==> src/rtl/multiplicador_sinal_seq_if.sv <==
// Operand/result bus of the signed 6x6 sequential multiplier.
// The issuer drives inicio/a/b; the multiplier drives produto/pronto/ocupado and exposes its FSM state.
interface multiplicador_sinal_seq_if;
  logic        inicio;
  logic [5:0]  a;
  logic [5:0]  b;
  logic [11:0] produto;
  logic        pronto;
  logic        ocupado;
  logic [1:0]  estado;

  modport master (
    output inicio, a, b,
    input  produto, pronto, ocupado, estado
  );

  modport slave (
    input  inicio, a, b,
    output produto, pronto, ocupado, estado
  );
endinterface

==> src/rtl/multiplicador_sinal_seq.sv <==
// Signed 6x6 -> 12-bit multiplier: magnitude conversion, six shift-and-add steps,
// then sign application. Fixed latency of 8 cycles from the accepting edge.
module multiplicador_sinal_seq (
  input  logic                              clk,
  input  logic                              reset,
  multiplicador_sinal_seq_if.slave          bus
);

  typedef enum logic [1:0] {
    OCIOSO = 2'd0,
    MODULO = 2'd1,
    SOMA   = 2'd2,
    SINAL  = 2'd3
  } estado_t;

  estado_t     estado;
  logic [5:0]  ra;
  logic [5:0]  rb;
  logic        neg;
  logic [5:0]  ma;
  logic [5:0]  mb;
  logic [11:0] acc;
  logic [2:0]  k;
  logic [11:0] produto;
  logic        pronto;
  logic        ocupado;

  // Complement unit: -32 maps to 6'b100000, read as unsigned 32.
  function automatic logic [5:0] complemento(input logic [5:0] v, input logic sinal);
    return sinal ? (~v + 6'd1) : v;
  endfunction

  // Handshake: inicio is sampled only while idle (ocupado=0); the accepting edge
  // latches a/b and raises ocupado. Eight edges later pronto pulses for one cycle
  // on the same edge that ocupado falls and produto updates. inicio while busy is dropped.
  always_ff @(posedge clk) begin
    if (reset) begin
      estado  <= OCIOSO;
      ra      <= 6'd0;
      rb      <= 6'd0;
      neg     <= 1'b0;
      ma      <= 6'd0;
      mb      <= 6'd0;
      acc     <= 12'd0;
      k       <= 3'd0;
      produto <= 12'd0;
      pronto  <= 1'b0;
      ocupado <= 1'b0;
    end else begin
      pronto <= 1'b0;
      case (estado)
        OCIOSO: begin
          if (bus.inicio) begin
            ra      <= bus.a;
            rb      <= bus.b;
            neg     <= bus.a[5] ^ bus.b[5];
            ocupado <= 1'b1;
            estado  <= MODULO;
          end
        end
        MODULO: begin
          ma     <= complemento(ra, ra[5]);
          mb     <= complemento(rb, rb[5]);
          acc    <= 12'd0;
          k      <= 3'd0;
          estado <= SOMA;
        end
        SOMA: begin
          if (mb[0]) begin
            acc <= acc + ({6'd0, ma} << k);
          end
          mb <= mb >> 1;
          k  <= k + 3'd1;
          if (k == 3'd5) begin
            estado <= SINAL;
          end
        end
        SINAL: begin
          produto <= neg ? (~acc + 12'd1) : acc;
          pronto  <= 1'b1;
          ocupado <= 1'b0;
          estado  <= OCIOSO;
        end
        default: estado <= OCIOSO;
      endcase
    end
  end

  assign bus.produto = produto;
  assign bus.pronto  = pronto;
  assign bus.ocupado = ocupado;
  assign bus.estado  = estado;

endmodule

==> src/flat_wrapper.sv <==
// flat-port wrapper written by rule: the top's interface ports become plain ports
module multiplicador_sinal_seq_flat 
  (clk, reset, bus_inicio, bus_a, bus_b, bus_produto, bus_pronto, bus_ocupado, bus_estado);
  multiplicador_sinal_seq_if bus_i ();
  input  logic clk;
  input  logic reset;
  input wire logic [$bits(bus_i.inicio)-1:0] bus_inicio;
  input wire logic [$bits(bus_i.a)-1:0] bus_a;
  input wire logic [$bits(bus_i.b)-1:0] bus_b;
  output wire logic [$bits(bus_i.produto)-1:0] bus_produto;
  output wire logic [$bits(bus_i.pronto)-1:0] bus_pronto;
  output wire logic [$bits(bus_i.ocupado)-1:0] bus_ocupado;
  output wire logic [$bits(bus_i.estado)-1:0] bus_estado;
  assign bus_i.inicio = bus_inicio;
  assign bus_i.a = bus_a;
  assign bus_i.b = bus_b;
  assign bus_produto = bus_i.produto;
  assign bus_pronto = bus_i.pronto;
  assign bus_ocupado = bus_i.ocupado;
  assign bus_estado = bus_i.estado;
  multiplicador_sinal_seq u_core (.clk(clk), .reset(reset), .bus(bus_i));
endmodule
==> config.mk <==
export PLATFORM = sky130hd
export DESIGN_NAME = multiplicador_sinal_seq_flat
export DESIGN_NICKNAME = d
export VERILOG_FILES = /design/src/rtl/multiplicador_sinal_seq_if.sv /design/src/rtl/multiplicador_sinal_seq.sv /design/src/flat_wrapper.sv
export SDC_FILE = /design/constraint.sdc
export NUM_CORES = 1
export LEC_CHECK = 0
export CORE_ASPECT_RATIO = 0.8
export CORE_MARGIN = 1.5
export CORE_UTILIZATION = 35
export DETAILED_ROUTE_END_ITERATION = 6
export PLACE_DENSITY = 0.57
export SLEW_MARGIN = 30
export SYNTH_ARGS = -nofsm -noshare
export SYNTH_HDL_FRONTEND = slang
export SYNTH_SLANG_ARGS = --single-unit
==> constraint.sdc <==
create_clock -name clk -period 3.3 [get_ports clk]
set_input_delay 0.495 -clock clk [delete_from_list [all_inputs] [get_ports clk]]
set_output_delay 0.495 -clock clk [all_outputs]
set_load 0.01 [all_outputs]
==> impl_metrics.ini <==
[yosys]
synthXorXnorAreaFrac_pct = 6.74
ys_types = 45
yosys.area.top_type = dfxtp_1
yosysWarnings = 0
ys.flop_type = dfxtp_1
synth_common_cells = 56 x dfxtp_1, 47 x nand2_1, 38 x nor2_1, 27 x a21oi_1, 20 x ha_1
synth-edff-count = 0
avgSynthCellArea_um2 = 8.21
synthTopCellsByArea = dfxtp_1 34%, ha_1 7.7%, nand2_1 5.4%
syn_area_um2 = 3250
yosys.area_share.simple_pct = 20.8
ys_seq_area_share_pct = 34.5
ys_ff_latch = 56
synth.most_common_cell = dfxtp_1
synth-async-reset-ratio_pct = 0
synth_nets = 432
netlist_instances = 396
synth_top_family_by_area = simple AND/OR/NAND/NOR gates
synth_compound_area_share_pct = 18.5
synthMuxAreaShare_pct = 6.31
synth_fa_ha_area_share_pct = 8.31
synthDominantCellAreaShare_pct = 34.5

[clocking]
cts_resized = 0
cts_hold_buf = 0
clock_path_buffers = 2
worstSkewPairLatency_ns = 0.30
cts_buffers = 5
cts_setup_buffers = 0
clk_pin_slew_ns = 0.07
cts_sinks = 56
cts_max_level = 2
cts_tree = built
clockRootBuffer = clkbuf_16

[worst_setup_path]
crit_fanout = 12
r2r-start = u_core.k[1]
arrival_ns = 2.99
timing_worst_setup_path_type = reg2reg
worstPathRequired_ns = 3.51
reg2reg_slack_ns = 0.53
start_kind = flip-flop
end_kind = flip-flop
reg2reg_depth = 11
regToRegEndpoint = u_core.acc[11]

[sta]
setup_viol = 0
grt_setup_unrepaired = false
fin_crit_sh_pct = 84.1
fin_crit_ns = 2.77
fmax_mhz = 360
hold_viol_final = 0
tightest_slew_ns = 0.694
slew_violations = 0
slew_headroom_pct = 53.8
setup_tns_ns = 0
worst_clock_skew_ns = 0.00506

[job]
drv_cap = 0

[grt]
antenna_found_initial = 0
grt_max_degree = 50
grt_pass1_vias = 2439
overflow = 0
grt_pass1_wl_um = 11900
track_usage_pct = 14.7

[final_layout]
nNetsFinal = 448
drive_above_1_share_pct = 4.84
area_delta_synth_final_pct = 15.2
antennaDiodeCount = 0

[power]
powerDensity_nw_per_um2 = 583
power_frac_clock_pct = 25.1
p_int_mw = 1.41
power_frac_seq_pct = 40.6
comb_power_share_pct = 34.3
p_leak_nw = 1.38
p_total_mw = 2.18
p_sw_share_pct = 35.6
ir_drop_uv = 282
power.switching_mw = 0.777

[routing]
first_pass_iters = 5
route.vias.total = 2664
ant_nets = 0
detail_route.vias_per_cell = 5.05
wirelength_um = 7020
avgRoutedWirePerCell_um = 13.3
drtIter0Drc = 253
drcViolationCount = 0

[worst_hold_path]
hp-class = reg2reg
holdPathEnd = u_core.mb[5]
whs_path_depth = 2
min_from = u_core.mb[5]

[placement]
dp_hpwl_um = 5130
io_buffers = 30
place_congestion = 0.837

[floorplan]
io_pins = 31
design.core.area_um2 = 9040
initial_core_util_pct = 36.0
std_cell_rows = 31
die_w_um = 111
die_y_um = 89.2
dieArea_um2 = 9880

[status]
status = finished, final reports clean
power by group through the flow:
stage / registers [mW] / clock network [mW] / logic, mW
final: 0.886 / 0.549 / 0.749
after global routing: 0.905 / 0.588 / 0.840
after CTS: 0.886 / 0.561 / 0.755
after detailed placement: 0.902 / 0 / 0.744
after global placement: 0.898 / 0 / 0.730
after floorplan: 0.876 / 0 / 0.576
through the flow:
step | hold WS (ns) | utilization (%) | area, um2 | cells | setup slack (ns)
after floorplan | 0.445 | - | 3250 | 396 | 0.709
after global placement | 0.456 | 39.8 | 3590 | 520 | 0.638
after detailed placement | 0.459 | 39.8 | 3590 | 520 | 0.539
after CTS | 0.471 | 41.4 | 3740 | 528 | 0.519
after global routing | 0.511 | 41.4 | 3740 | 528 | 0.218
final | 0.471 | 41.4 | 3740 | 528 | 0.525
registers in the layout (all words and copies together), names as in the netlist:
register,flops
u_core.acc,12
u_core.bus.estado,2
u_core.bus.ocupado,1
u_core.bus.produto,12
u_core.bus.pronto,1
u_core.k,3
u_core.ma,6
u_core.mb,6
u_core.neg,1
u_core.ra,6
u_core.rb,6
cell families after synthesis:
family	count (synthesis)
compound gates	95
fa+ha+maj	21
simple gates	142
mux	20
flops	56
buf+inv	37
xor+xnor	25
layout make-up:
type                       instances  area, um2
tap                              115        144
inverter                          15       56.3
clock inverter                     1       7.51
sequential                        56       1120
timing repair buffer              31        303
multi-input combinational        303       1970
clock buffer                       7        143
fill                             903       5290
cell usage in the layout, fill, tap and decap left out, drive strengths merged, types with 8 or more instances in the layout:
cell type / synthesis / routed
a211oi: 14 / 14
nor2: 38 / 38
xor2: 15 / 15
inv: 15 / 15
xnor2: 10 / 10
o21ai: 19 / 19
nand3: 8 / 8
dfxtp: 56 / 56
mux2i: 16 / 16
clkdlybuf4s50: 0 / 29
nand2b: 14 / 14
a21oi: 28 / 28
ha: 20 / 20
nand2: 47 / 47
worst max path at each step:
| stage | startpoint | endpoint | slack (ns) | cells after the start |
|---|---|---|---|---|
| after floorplan | u_core.k[1] | u_core.acc[9] | 0.71 | 12 |
| after global placement | u_core.k[1] | u_core.acc[9] | 0.64 | 11 |
| after detailed placement | u_core.k[1] | u_core.acc[9] | 0.54 | 11 |
| after CTS | u_core.k[1] | u_core.acc[11] | 0.52 | 11 |
| after global routing | u_core.k[1] | u_core.acc[11] | 0.22 | 11 |
| final | u_core.k[1] | u_core.acc[11] | 0.53 | 11 |
critical path: stages (launching register included):
cell      delay [ns]
dfxtp_1         0.61
mux2_2          0.40
nand2_1         0.06
o21ai_0         0.10
nor2_1          0.12
a31oi_1         0.06
ha_1            0.38
a211oi_1        0.26
nor2_1          0.09
o31ai_1         0.26
a21oi_1         0.11
o31ai_1         0.23
per-layer routing:
layer	wire length, um	global-route usage (%)	vias to the layer above
met4	91	5.24	0
met3	203	2.44	10
met2	2990	24.2	42
li1	-	-	1410
met1	3730	19.9	1202
met5	0	0	-
Note: power is estimated with default switching activity, not from simulation.
